$ cat src/rtl/calc_sequencer.sv
// calc_sequencer: keypad-to-ALU sequencer for the BCD calculator.
// Builds two signed BCD operands from key codes, drives the external ALU and registers its result.
module calc_sequencer #(
    parameter int DIGIT_NUM = 8,
    parameter int ALU_LAT   = 2
) (
    input  logic                   clk,
    input  logic                   rst_n,
    input  logic                   key_valid,
    output logic                   key_ready,
    input  logic [4:0]             key_code,
    output logic                   op0_sign,
    output logic [DIGIT_NUM*4-1:0] op0,
    output logic [2:0]             op0_dp,
    output logic                   op1_sign,
    output logic [DIGIT_NUM*4-1:0] op1,
    output logic [2:0]             op1_dp,
    output logic [2:0]             alu_op,
    input  logic [DIGIT_NUM*4-1:0] alu_result,
    input  logic                   alu_sign,
    input  logic [2:0]             alu_dp,
    output logic [DIGIT_NUM*4-1:0] disp_bcd,
    output logic                   disp_sign,
    output logic [2:0]             disp_dp,
    output logic                   err
);
    localparam int W  = DIGIT_NUM * 4;
    localparam int NW = $clog2(DIGIT_NUM + 1);
    localparam int CW = (ALU_LAT > 1) ? $clog2(ALU_LAT) : 1;

    typedef enum logic [2:0] {
        ST_ENTRY0 = 3'd0,
        ST_OPSEL  = 3'd1,
        ST_ENTRY1 = 3'd2,
        ST_EXEC   = 3'd3,
        ST_RESULT = 3'd4,
        ST_ERROR  = 3'd5
    } state_t;

    // cnt and pt only matter while an operand is being typed in
    typedef struct packed {
        logic          sign;
        logic [W-1:0]  mag;
        logic [2:0]    dp;
        logic [NW-1:0] cnt;
        logic          pt;
    } opnd_t;

    localparam opnd_t OPND_ZERO = '{sign: 1'b0, mag: {W{1'b0}}, dp: 3'd0, cnt: {NW{1'b0}}, pt: 1'b0};

    state_t        state_r, state_s;
    opnd_t         op0_r, op0_s, op1_r, op1_s, res_r, res_s, disp_r, disp_s, alu_opnd_s;
    logic [2:0]    alu_op_r, alu_op_s, next_op_r, next_op_s;
    logic          chain_r, chain_s, err_r, err_s, key_ready_r, key_ready_s;
    logic [CW-1:0] exec_cnt_r, exec_cnt_s;
    logic          key_take_s, srst_s, exec_done_s, div0_s;
    logic          is_digit_s, is_point_s, is_edit_s, is_op_s, is_eq_s, is_clr_s, is_neg_s;

    function automatic opnd_t edit_opnd(input opnd_t o, input logic [4:0] k);
        opnd_t r;
        r = o;
        if (k <= 5'd9) begin
            if ((o.cnt == NW'(DIGIT_NUM)) || (o.pt && (o.dp == 3'd7)) ||
                (!o.pt && (o.mag == {W{1'b0}}) && (k == 5'd0))) begin
                r = o;
            end else begin
                r.mag = {o.mag[W-5:0], k[3:0]};
                r.cnt = o.cnt + NW'(1);
                r.dp  = o.pt ? (o.dp + 3'd1) : o.dp;
            end
        end else if (k == 5'd10) begin
            r.pt = 1'b1;
        end else if (k == 5'd18) begin
            r.sign = ~o.sign;
        end else begin
            r = o;
        end
        return r;
    endfunction

    function automatic logic [2:0] op_of_key(input logic [4:0] k);
        logic [4:0] d;
        d = k - 5'd11;
        return d[2:0];
    endfunction

    assign key_take_s  = key_valid & key_ready_r;
    assign is_digit_s  = (key_code <= 5'd9);
    assign is_point_s  = (key_code == 5'd10);
    assign is_edit_s   = is_digit_s | is_point_s;
    assign is_op_s     = (key_code >= 5'd11) && (key_code <= 5'd15);
    assign is_eq_s     = (key_code == 5'd16);
    assign is_clr_s    = (key_code == 5'd17);
    assign is_neg_s    = (key_code == 5'd18);
    assign srst_s      = key_take_s & is_clr_s;
    assign exec_done_s = (exec_cnt_r == CW'(ALU_LAT - 1));
    assign div0_s      = (alu_op_r == 3'd3) && (op1_r.mag == {W{1'b0}});
    assign alu_opnd_s  = '{sign: alu_sign, mag: alu_result, dp: alu_dp, cnt: {NW{1'b0}}, pt: 1'b0};

    // FSM state register
    always_ff @(posedge clk or negedge rst_n) begin
        if (!rst_n) begin
            state_r <= ST_ENTRY0;
        end else begin
            state_r <= state_s;
        end
    end

    // Next-state decode from accepted keys and the EXEC settle counter
    always_comb begin
        state_s = state_r;
        if (srst_s) begin
            state_s = ST_ENTRY0;
        end else begin
            case (state_r)
                ST_ENTRY0: state_s = (key_take_s && is_op_s) ? ST_OPSEL : ST_ENTRY0;
                ST_OPSEL:  state_s = (key_take_s && is_edit_s) ? ST_ENTRY1 : ST_OPSEL;
                ST_ENTRY1: state_s = (key_take_s && (is_eq_s || is_op_s)) ? ST_EXEC : ST_ENTRY1;
                ST_EXEC: begin
                    if (!exec_done_s) begin
                        state_s = ST_EXEC;
                    end else if (div0_s) begin
                        state_s = ST_ERROR;
                    end else begin
                        state_s = chain_r ? ST_OPSEL : ST_RESULT;
                    end
                end
                ST_RESULT: begin
                    if (key_take_s && is_edit_s) begin
                        state_s = ST_ENTRY0;
                    end else if (key_take_s && is_op_s) begin
                        state_s = ST_OPSEL;
                    end else begin
                        state_s = ST_RESULT;
                    end
                end
                ST_ERROR:  state_s = ST_ERROR;
                default:   state_s = ST_ENTRY0;
            endcase
        end
    end

    // Next values of operands, result, display and handshake
    always_comb begin
        op0_s      = op0_r;
        op1_s      = op1_r;
        res_s      = res_r;
        alu_op_s   = alu_op_r;
        next_op_s  = next_op_r;
        chain_s    = chain_r;
        exec_cnt_s = exec_cnt_r;
        case (state_r)
            ST_ENTRY0: begin
                if (key_take_s && (is_edit_s || is_neg_s)) begin
                    op0_s = edit_opnd(op0_r, key_code);
                end else if (key_take_s && is_op_s) begin
                    alu_op_s = op_of_key(key_code);
                end else begin
                    op0_s = op0_r;
                end
            end
            ST_OPSEL: begin
                if (key_take_s && is_op_s) begin
                    alu_op_s = op_of_key(key_code);
                end else if (key_take_s && is_edit_s) begin
                    op1_s = edit_opnd(OPND_ZERO, key_code);
                end else begin
                    op1_s = op1_r;
                end
            end
            ST_ENTRY1: begin
                if (key_take_s && (is_edit_s || is_neg_s)) begin
                    op1_s = edit_opnd(op1_r, key_code);
                end else if (key_take_s && is_eq_s) begin
                    chain_s    = 1'b0;
                    exec_cnt_s = {CW{1'b0}};
                end else if (key_take_s && is_op_s) begin
                    chain_s    = 1'b1;
                    next_op_s  = op_of_key(key_code);
                    exec_cnt_s = {CW{1'b0}};
                end else begin
                    op1_s = op1_r;
                end
            end
            ST_EXEC: begin
                if (!exec_done_s) begin
                    exec_cnt_s = exec_cnt_r + CW'(1);
                end else if (div0_s) begin
                    exec_cnt_s = {CW{1'b0}};
                end else if (chain_r) begin
                    op0_s      = alu_opnd_s;
                    alu_op_s   = next_op_r;
                    exec_cnt_s = {CW{1'b0}};
                end else begin
                    res_s      = alu_opnd_s;
                    exec_cnt_s = {CW{1'b0}};
                end
            end
            ST_RESULT: begin
                if (key_take_s && is_edit_s) begin
                    op0_s = edit_opnd(OPND_ZERO, key_code);
                end else if (key_take_s && is_op_s) begin
                    op0_s    = res_r;
                    alu_op_s = op_of_key(key_code);
                end else if (key_take_s && is_neg_s) begin
                    res_s.sign = ~res_r.sign;
                end else begin
                    res_s = res_r;
                end
            end
            ST_ERROR: begin
                op0_s = op0_r;
            end
            default: begin
                op0_s = op0_r;
            end
        endcase
        case (state_s)
            ST_ENTRY0, ST_OPSEL: disp_s = op0_s;
            ST_ENTRY1:           disp_s = op1_s;
            ST_EXEC:             disp_s = disp_r;
            ST_RESULT:           disp_s = res_s;
            default:             disp_s = OPND_ZERO;
        endcase
        err_s       = (state_s == ST_ERROR);
        key_ready_s = (state_s != ST_EXEC);
    end

    // Datapath and output registers; CLR acts as a synchronous clear
    always_ff @(posedge clk or negedge rst_n) begin
        if (!rst_n) begin
            op0_r       <= OPND_ZERO;
            op1_r       <= OPND_ZERO;
            res_r       <= OPND_ZERO;
            disp_r      <= OPND_ZERO;
            alu_op_r    <= 3'd0;
            next_op_r   <= 3'd0;
            chain_r     <= 1'b0;
            exec_cnt_r  <= {CW{1'b0}};
            err_r       <= 1'b0;
            key_ready_r <= 1'b1;
        end else if (srst_s) begin
            op0_r       <= OPND_ZERO;
            op1_r       <= OPND_ZERO;
            res_r       <= OPND_ZERO;
            disp_r      <= OPND_ZERO;
            alu_op_r    <= 3'd0;
            next_op_r   <= 3'd0;
            chain_r     <= 1'b0;
            exec_cnt_r  <= {CW{1'b0}};
            err_r       <= 1'b0;
            key_ready_r <= 1'b1;
        end else begin
            op0_r       <= op0_s;
            op1_r       <= op1_s;
            res_r       <= res_s;
            disp_r      <= disp_s;
            alu_op_r    <= alu_op_s;
            next_op_r   <= next_op_s;
            chain_r     <= chain_s;
            exec_cnt_r  <= exec_cnt_s;
            err_r       <= err_s;
            key_ready_r <= key_ready_s;
        end
    end

    assign key_ready = key_ready_r;
    assign op0_sign  = op0_r.sign;
    assign op0       = op0_r.mag;
    assign op0_dp    = op0_r.dp;
    assign op1_sign  = op1_r.sign;
    assign op1       = op1_r.mag;
    assign op1_dp    = op1_r.dp;
    assign alu_op    = alu_op_r;
    assign disp_bcd  = disp_r.mag;
    assign disp_sign = disp_r.sign;
    assign disp_dp   = disp_r.dp;
    assign err       = err_r;

endmodule

$ cat config.mk
export PLATFORM = sky130hd
export DESIGN_NAME = calc_sequencer
export DESIGN_NICKNAME = d
export VERILOG_FILES = /design/src/rtl/calc_sequencer.sv
export SDC_FILE = /design/constraint.sdc
export NUM_CORES = 1
export LEC_CHECK = 0
export CAP_MARGIN = 20
export CORE_MARGIN = 2
export CORE_UTILIZATION = 56
export CTS_BUF_LIST = sky130_fd_sc_hd__clkbuf_4 sky130_fd_sc_hd__clkbuf_8
export DETAILED_ROUTE_END_ITERATION = 8
export PLACE_DENSITY_LB_ADDON = 0.25
export SYNTH_ARGS = -nofsm -noshare
export SYNTH_HDL_FRONTEND = slang
export SYNTH_SLANG_ARGS = --single-unit
$ cat constraint.sdc
create_clock -name clk -period 7.5 [get_ports clk]
set_input_delay 0.75 -clock clk [delete_from_list [all_inputs] [get_ports clk]]
set_output_delay 0.75 -clock clk [all_outputs]
set_load 0.1 [all_outputs]
# Word-level counts from Yosys, hierarchy flattened
# Cells that the tools add are included.
[word_totals]
out_inout_bits = 113
ff_bits = 172
[op_classes]
n_addsub = 6
reduce_logical = 37
n_bitwise = 6
n_eq_ne = 30
muxes = 76
magnitude_cmp = 3
[op_table]
columns = ["operator", "n"]
rows = [
  ["41-bit 2-to-1 mux", 21],
  ["41-bit case mux with 2 select lines", 2],
  ["41-bit case mux with 4 select lines", 1],
  ["41-bit case mux with 3 select lines", 1],
  ["40-bit 2-to-1 mux", 3],
  ["39-bit 2-to-1 mux", 2],
  ["32-bit logical NOT", 2],
  ["3-bit 2-to-1 mux", 20],
  ["1-bit 2-to-1 mux", 21],
  ["3-bit == test (second input constant)", 6],
  ["3-bit != test (second input constant)", 6],
  ["3-bit case mux with 6 select lines", 1],
  ["3-bit by 2-bit == test with 1-bit output (second input constant)", 5],
  ["5-bit == test (second input constant)", 3],
  ["1-bit logical AND", 14],
  ["3-bit case mux with 4 select lines", 1],
  ["11-bit 2-to-1 mux", 1],
  ["5-bit by 4-bit <= comparator with 1-bit output (second input constant)", 2],
  ["4-bit by 1-bit adder with 4-bit output (second input constant)", 2],
  ["4-bit == test (second input constant)", 2],
  ["3-bit by 1-bit adder with 3-bit output (second input constant)", 2],
  ["3-bit by 1-bit == test with 1-bit output (second input constant)", 2],
  ["3-bit logical NOT", 2],
  ["1-bit logical OR", 6],
  ["21 further kinds", 30],
]

# Depth between registers and ports, before layout
[logic_depth]
word_depth = 11
ltp_mapped = 13

# Least setup slack after synthesis
# No wires, ideal clock.
[synth_path]
path_kind = "input -> register"
start = "input port key_code[1]"
end = "register disp_r (netlist bit disp_bcd[12])"
required_ns = 7.358
setup_slack_ns = 4.314
arrival_ns = 3.044
cell_stages = 12
path_buffers = 3
cell_sequence = "buf_2 -> inv_1 -> ha_1 -> or3b_1 -> or3_1 -> o31a_1 -> buf_2 -> nand2_2 -> buf_4 -> mux2i_1 -> a2bb2oi_1 -> o221ai_1"
[synth_via]
elab_chain_len = 11
elab_cells_between_ends = 52
classes_between = "order compare: 3; eq/ne: 9; mux: 24; bitwise: 2; reduce/logical: 14"
[synth_lines]
columns = ["element", "line_no", "text"]
rows = [
  ["start: declaration", "11", "input logic [4:0] key_code,"],
  ["5-bit by 4-bit greater-or-equal comparator with 1-bit output or 5-bit by 4-bit <= comparator with 1-bit output (tied branches)", "91", "assign is_op_s = (key_code >= 5'd11) && (key_code <= 5'd15);"],
  ["1-bit logical AND", "91", ""],
  ["1-bit logical AND or 1-bit logical OR (tied branches)", "n/a", ""],
  ["3-bit 2-to-1 mux or 1-bit logical AND (tied branches)", "131, 118", ""],
  ["3-bit 2-to-1 mux or 1-bit 2-to-1 mux (tied branches)", "129, 118", ""],
  ["3-bit case mux with 6 select lines", "115", "case (state_r)"],
  ["3-bit 2-to-1 mux", "112", "if (srst_s) begin"],
  ["3-bit by 1-bit == test with 1-bit output or 3-bit logical NOT (tied branches)", "218", "case (state_s)"],
  ["2-bit OR reduction", "218", ""],
  ["41-bit case mux with 4 select lines", "218", ""],
  ["41-bit 2-to-1 mux", "242", "end else if (srst_s) begin"],
  ["end signal: assignment", "257", "disp_r <= disp_s;"],
  ["end: declaration", "52", "opnd_t op0_r, op0_s, op1_r, op1_s, res_r, res_s, disp_r, disp_s, alu_opnd_s;"],
]
# Several ways; a longest one is shown, not always the timed one.
# A chain may end at the register's enable or synchronous reset.

# Worst setup path in the final report
[layout_path]
start = "input port key_code[0]"
end = "register disp_r (netlist bit disp_bcd[15])"
# Same word-level chain as after synthesis.

==> impl_metrics.env <==
export IMPL_worstHoldPathType="input pin to asynchronous set/reset pin"
export IMPL_fin_crit_ns=4.77
export IMPL_fin_cells=1308
export IMPL_place_inst=1276
export IMPL_synth_edf_count=0
export IMPL_die_w_um=137
export IMPL_drt_iter0_drc=855
export IMPL_syn_nets=1085
export IMPL_start_util_pct=57.1
export IMPL_synthArstFlopShare_pct=100
export IMPL_drive_above_1_share_pct=6.56
export IMPL_critPathBufInv=2
export IMPL_cap_violations=0
export IMPL_grt_overflow=0
export IMPL_setup_viol=0
export IMPL_fin_skew_ns=0.0208
export IMPL_hold_buffers=0
export IMPL_yosysSeqAreaShare_pct=43.8
export IMPL_num_vias=8774
export IMPL_routed_wl_mm=30.7
export IMPL_crit_path_cell_trace="clkdlybuf4s50_1 > inv_1 > ha_1 > or4_1 > a2111oi_0 > nand2b_1 > a211o_1 > nand2b_1 > a221oi_1 > o221ai_1"
export IMPL_crit_cells=10
export IMPL_fin_util_pct=65.7
export IMPL_coreArea_mm2=0.0172
export IMPL_syn_to_final_growth_pct=15.0
export IMPL_synth_flop_cell="dfrtp_1"
export IMPL_synth_area_leaders="dfrtp_1, buf_4, mux2i_1, nor2_1, o221ai_1"
export IMPL_timing_rr_start="op1[16]"
export IMPL_nets=1126
export IMPL_fill_cells=1418
export IMPL_syn_avg_cell_area_um2=9.56
export IMPL_muxShareOfSynthArea_pct=5.56
export IMPL_grt_max_degree=108
export IMPL_seqCellArea_mm2=0.00431
export IMPL_syn_area_mm2=0.00984
export IMPL_ir_worst_vdd_mv=0.459
export IMPL_p_leak_nw=4.84
export IMPL_multi_input_area_mm2=0.00455
export IMPL_path_max_fanout=20
export IMPL_tns_ns=0
export IMPL_drtPass1Iterations=5
export IMPL_slowest_delay_ns=0.83
export IMPL_ff2ff_path_depth=7
export IMPL_relSlewSlack_pct=29.6
export IMPL_avgViaCountPerCell=6.71
export IMPL_avgRoutedWirePerCell_um=23.5
export IMPL_grt_pass1_vias=8563
export IMPL_worstPathRequired_ns=7.86
export IMPL_critPathLaunchType="input pin"
export IMPL_post_cts_resized=0
export IMPL_postRouteAntennaNets=0
export IMPL_tightest_slew_ns=1.05
export IMPL_synth_simple_area_share_pct=16.7
export IMPL_std_cell_rows=48
export IMPL_cts_buffers=17
export IMPL_cts_root_buf="clkbuf_8"
export IMPL_synth_cells=1029
export IMPL_synth_top_area_share_pct=43.5
export IMPL_crit_family="simple AND/OR/NAND/NOR gates"
export IMPL_gp_congestion=0.976
export IMPL_rsz0062_at_grt="false"
export IMPL_io_buffers=156
export IMPL_ys_seq_elements=172
export IMPL_cts_buffer_depth=2
export IMPL_synth_top_family_by_area="compound AO/OA/AOI/OAI gates"
export IMPL_dpl_hpwl_mm=20.6
export IMPL_drc=0
export IMPL_yosysUniqueCellTypes=76
export IMPL_ys_warn_count=0
export IMPL_synth_compound_area_share_pct=21.8
export IMPL_drv_slew=0
export IMPL_cp_common_cell="nand2b_1"
export IMPL_floorplan_die_area_mm2=0.0186
export IMPL_path_class="input pin to flop"
export IMPL_fmax_mhz=210
export IMPL_clkLatencyLatePin_ns=0.48
export IMPL_io_pins=157
export IMPL_crit_path_end_kind="flop"
export IMPL_fin_crit_sh_pct=63.6
export IMPL_power_density_mw_per_mm2=497
export IMPL_grt_usage_pct=33.8
export IMPL_hold_violations=0
export IMPL_yosysTopAreaCell="dfrtp_1"
export IMPL_slowest_stage="nand2b_1"
export IMPL_synth_xor_xnor_area_share_pct=0.267
export IMPL_cts_sinks=172
export IMPL_cts_tree="yes"
export IMPL_crit_arrival_ns=5.13
export IMPL_cts_setup_buffers=0
export IMPL_crit_start="key_code[0]"
export IMPL_path_clk_slew_ns=0.10
export IMPL_status="finished clean"
export IMPL_grt_pass1_wl_mm=47.8
export IMPL_antenna_found_initial=0
export IMPL_die_height_um=137
export IMPL_htree_levels=4
export IMPL_synth_adder_area_share_pct=1.53
export IMPL_num_antenna_cells=0
==> report_power, final <==
group	switching, mW	total (mW)	internal [mW]	leakage [nW]
Combinational	2.54	3.37	0.827	2.31
Sequential	0.349	1.57	1.23	2.31
Clock	0.396	0.683	0.286	0.211
==> logic make-up after synthesis <==
| family | after synthesis |
|---|---|
| AOI/OAI and AO/OA | 280 |
| muxes | 54 |
| adders and majority gates | 12 |
| DFF | 172 |
| and+or+nand+nor | 331 |
| buffers and inverters | 177 |
| xor gates and xnor gates | 3 |
==> worst paths after layout <==
path                                      to  slack (ns)
worst max-delay path            disp_bcd[15]        2.73
worst min-delay path               op1_dp[1]        0.41
worst max register to register  disp_bcd[15]        3.56
worst min register to register    disp_dp[1]        0.52
max in group asynchronous          res_r[33]        5.65
min in group clk                  disp_dp[1]        0.52
==> synth_stat cells, types with 4 or more instances <==
cell type and number:
inv_1 32, mux2i_1 49, buf_6 6, a21oi_1 34, nand3b_1 6, a22o_1 29, nand2b_1 15, a211oi_1 6
dfrtp_1 171, o31ai_1 9, nand2_1 50, a221oi_1 35, o21a_1 11, and2_1 20, nand4_1 4, a31oi_1 5
or4_1 4, clkbuf_1 41, a2bb2oi_1 16, o211ai_1 5, o21ai_0 29, nor2_1 126, nor4_1 19, nor3_1 15
buf_2 18, mux2_2 5, and3_1 5, o221ai_1 36, buf_4 76, ha_1 12, a211o_1 5, nor3b_1 9
a2111oi_0 4, a22oi_1 26, nand3_1 30
==> per-layer routing <==
metal | GRT usage, % | vias to the layer above | share of wire (%)
li1 | - | 3818 | -
met1 | 46.0 | 4342 | 39
met2 | 51.5 | 533 | 46
met3 | 6.19 | 81 | 9.3
met4 | 18.0 | 0 | 5.2
met5 | 0 | - | 0
==> final cells by class <==
| type | instances | area share [%] |
|---|---|---|
| sequential | 172 | 38.0 |
| tap | 225 | 2.49 |
| clock inverter | 14 | 1.58 |
| inverter | 33 | 1.09 |
| multi-input combinational | 680 | 40.2 |
| clock buffer | 18 | 2.13 |
| timing repair buffer | 166 | 14.5 |
==> registers in the layout (all words and copies together) (netlist names), 3 cells and up <==
signal,count
disp_dp,3
op0_r,5
op1_dp,3
alu_op,3
op0,32
disp_bcd,32
op0_dp,3
res_r,41
op1,32
state_r,3
next_op_r,3
op1_r,5
==> placed cells by master, fill, tap and decap left out, types with 5 or more instances in the layout <==
cell / synthesis / layout
ha_1: 12 / 12
clkbuf_8: 0 / 17
and2_1: 20 / 20
nand2_1: 50 / 50
dfrtp_1: 171 / 171
nand3b_1: 6 / 6
a211o_1: 5 / 5
nand2b_1: 15 / 15
o21a_1: 11 / 11
a211oi_1: 6 / 6
nor4_1: 19 / 19
inv_1: 32 / 32
a21oi_1: 34 / 34
a2bb2oi_1: 16 / 16
buf_4: 76 / 10
o221ai_1: 36 / 36
a22o_1: 29 / 29
nand3_1: 30 / 29
a22oi_1: 26 / 26
nor2_1: 126 / 124
mux2_2: 5 / 5
a31oi_1: 5 / 5
clkdlybuf4s50_1: 0 / 155
mux2i_1: 49 / 49
o21ai_0: 29 / 29
nor3b_1: 9 / 9
a221oi_1: 35 / 35
o211ai_1: 5 / 5
o31ai_1: 9 / 9
nor3_1: 15 / 14
==> through the flow <==
step | hold WS (ns) | total power [mW] | instance area, um^2 | setup slack, ns
after CTS | 0.445 | 5.59 | 11300 | 2.93
after global placement | 0.494 | 4.88 | 10900 | 2.64
after floorplan | 0.454 | 4.22 | 9840 | 4.31
final | 0.413 | 5.62 | 11300 | 2.73
after detailed placement | 0.491 | 4.91 | 10900 | 2.49
after global routing | 0.491 | 5.85 | 11300 | 2.55
==> worst register-to-register path, delay by kind of cell (launching register included) <==
family / cells / cell delay, ns
flip-flops: 1 / 0.44
AND/OR/NAND/NOR: 4 / 2.31
AO/OA/AOI/OAI: 3 / 1.06
No activity file was read; power rests on OpenSTA's default activity.
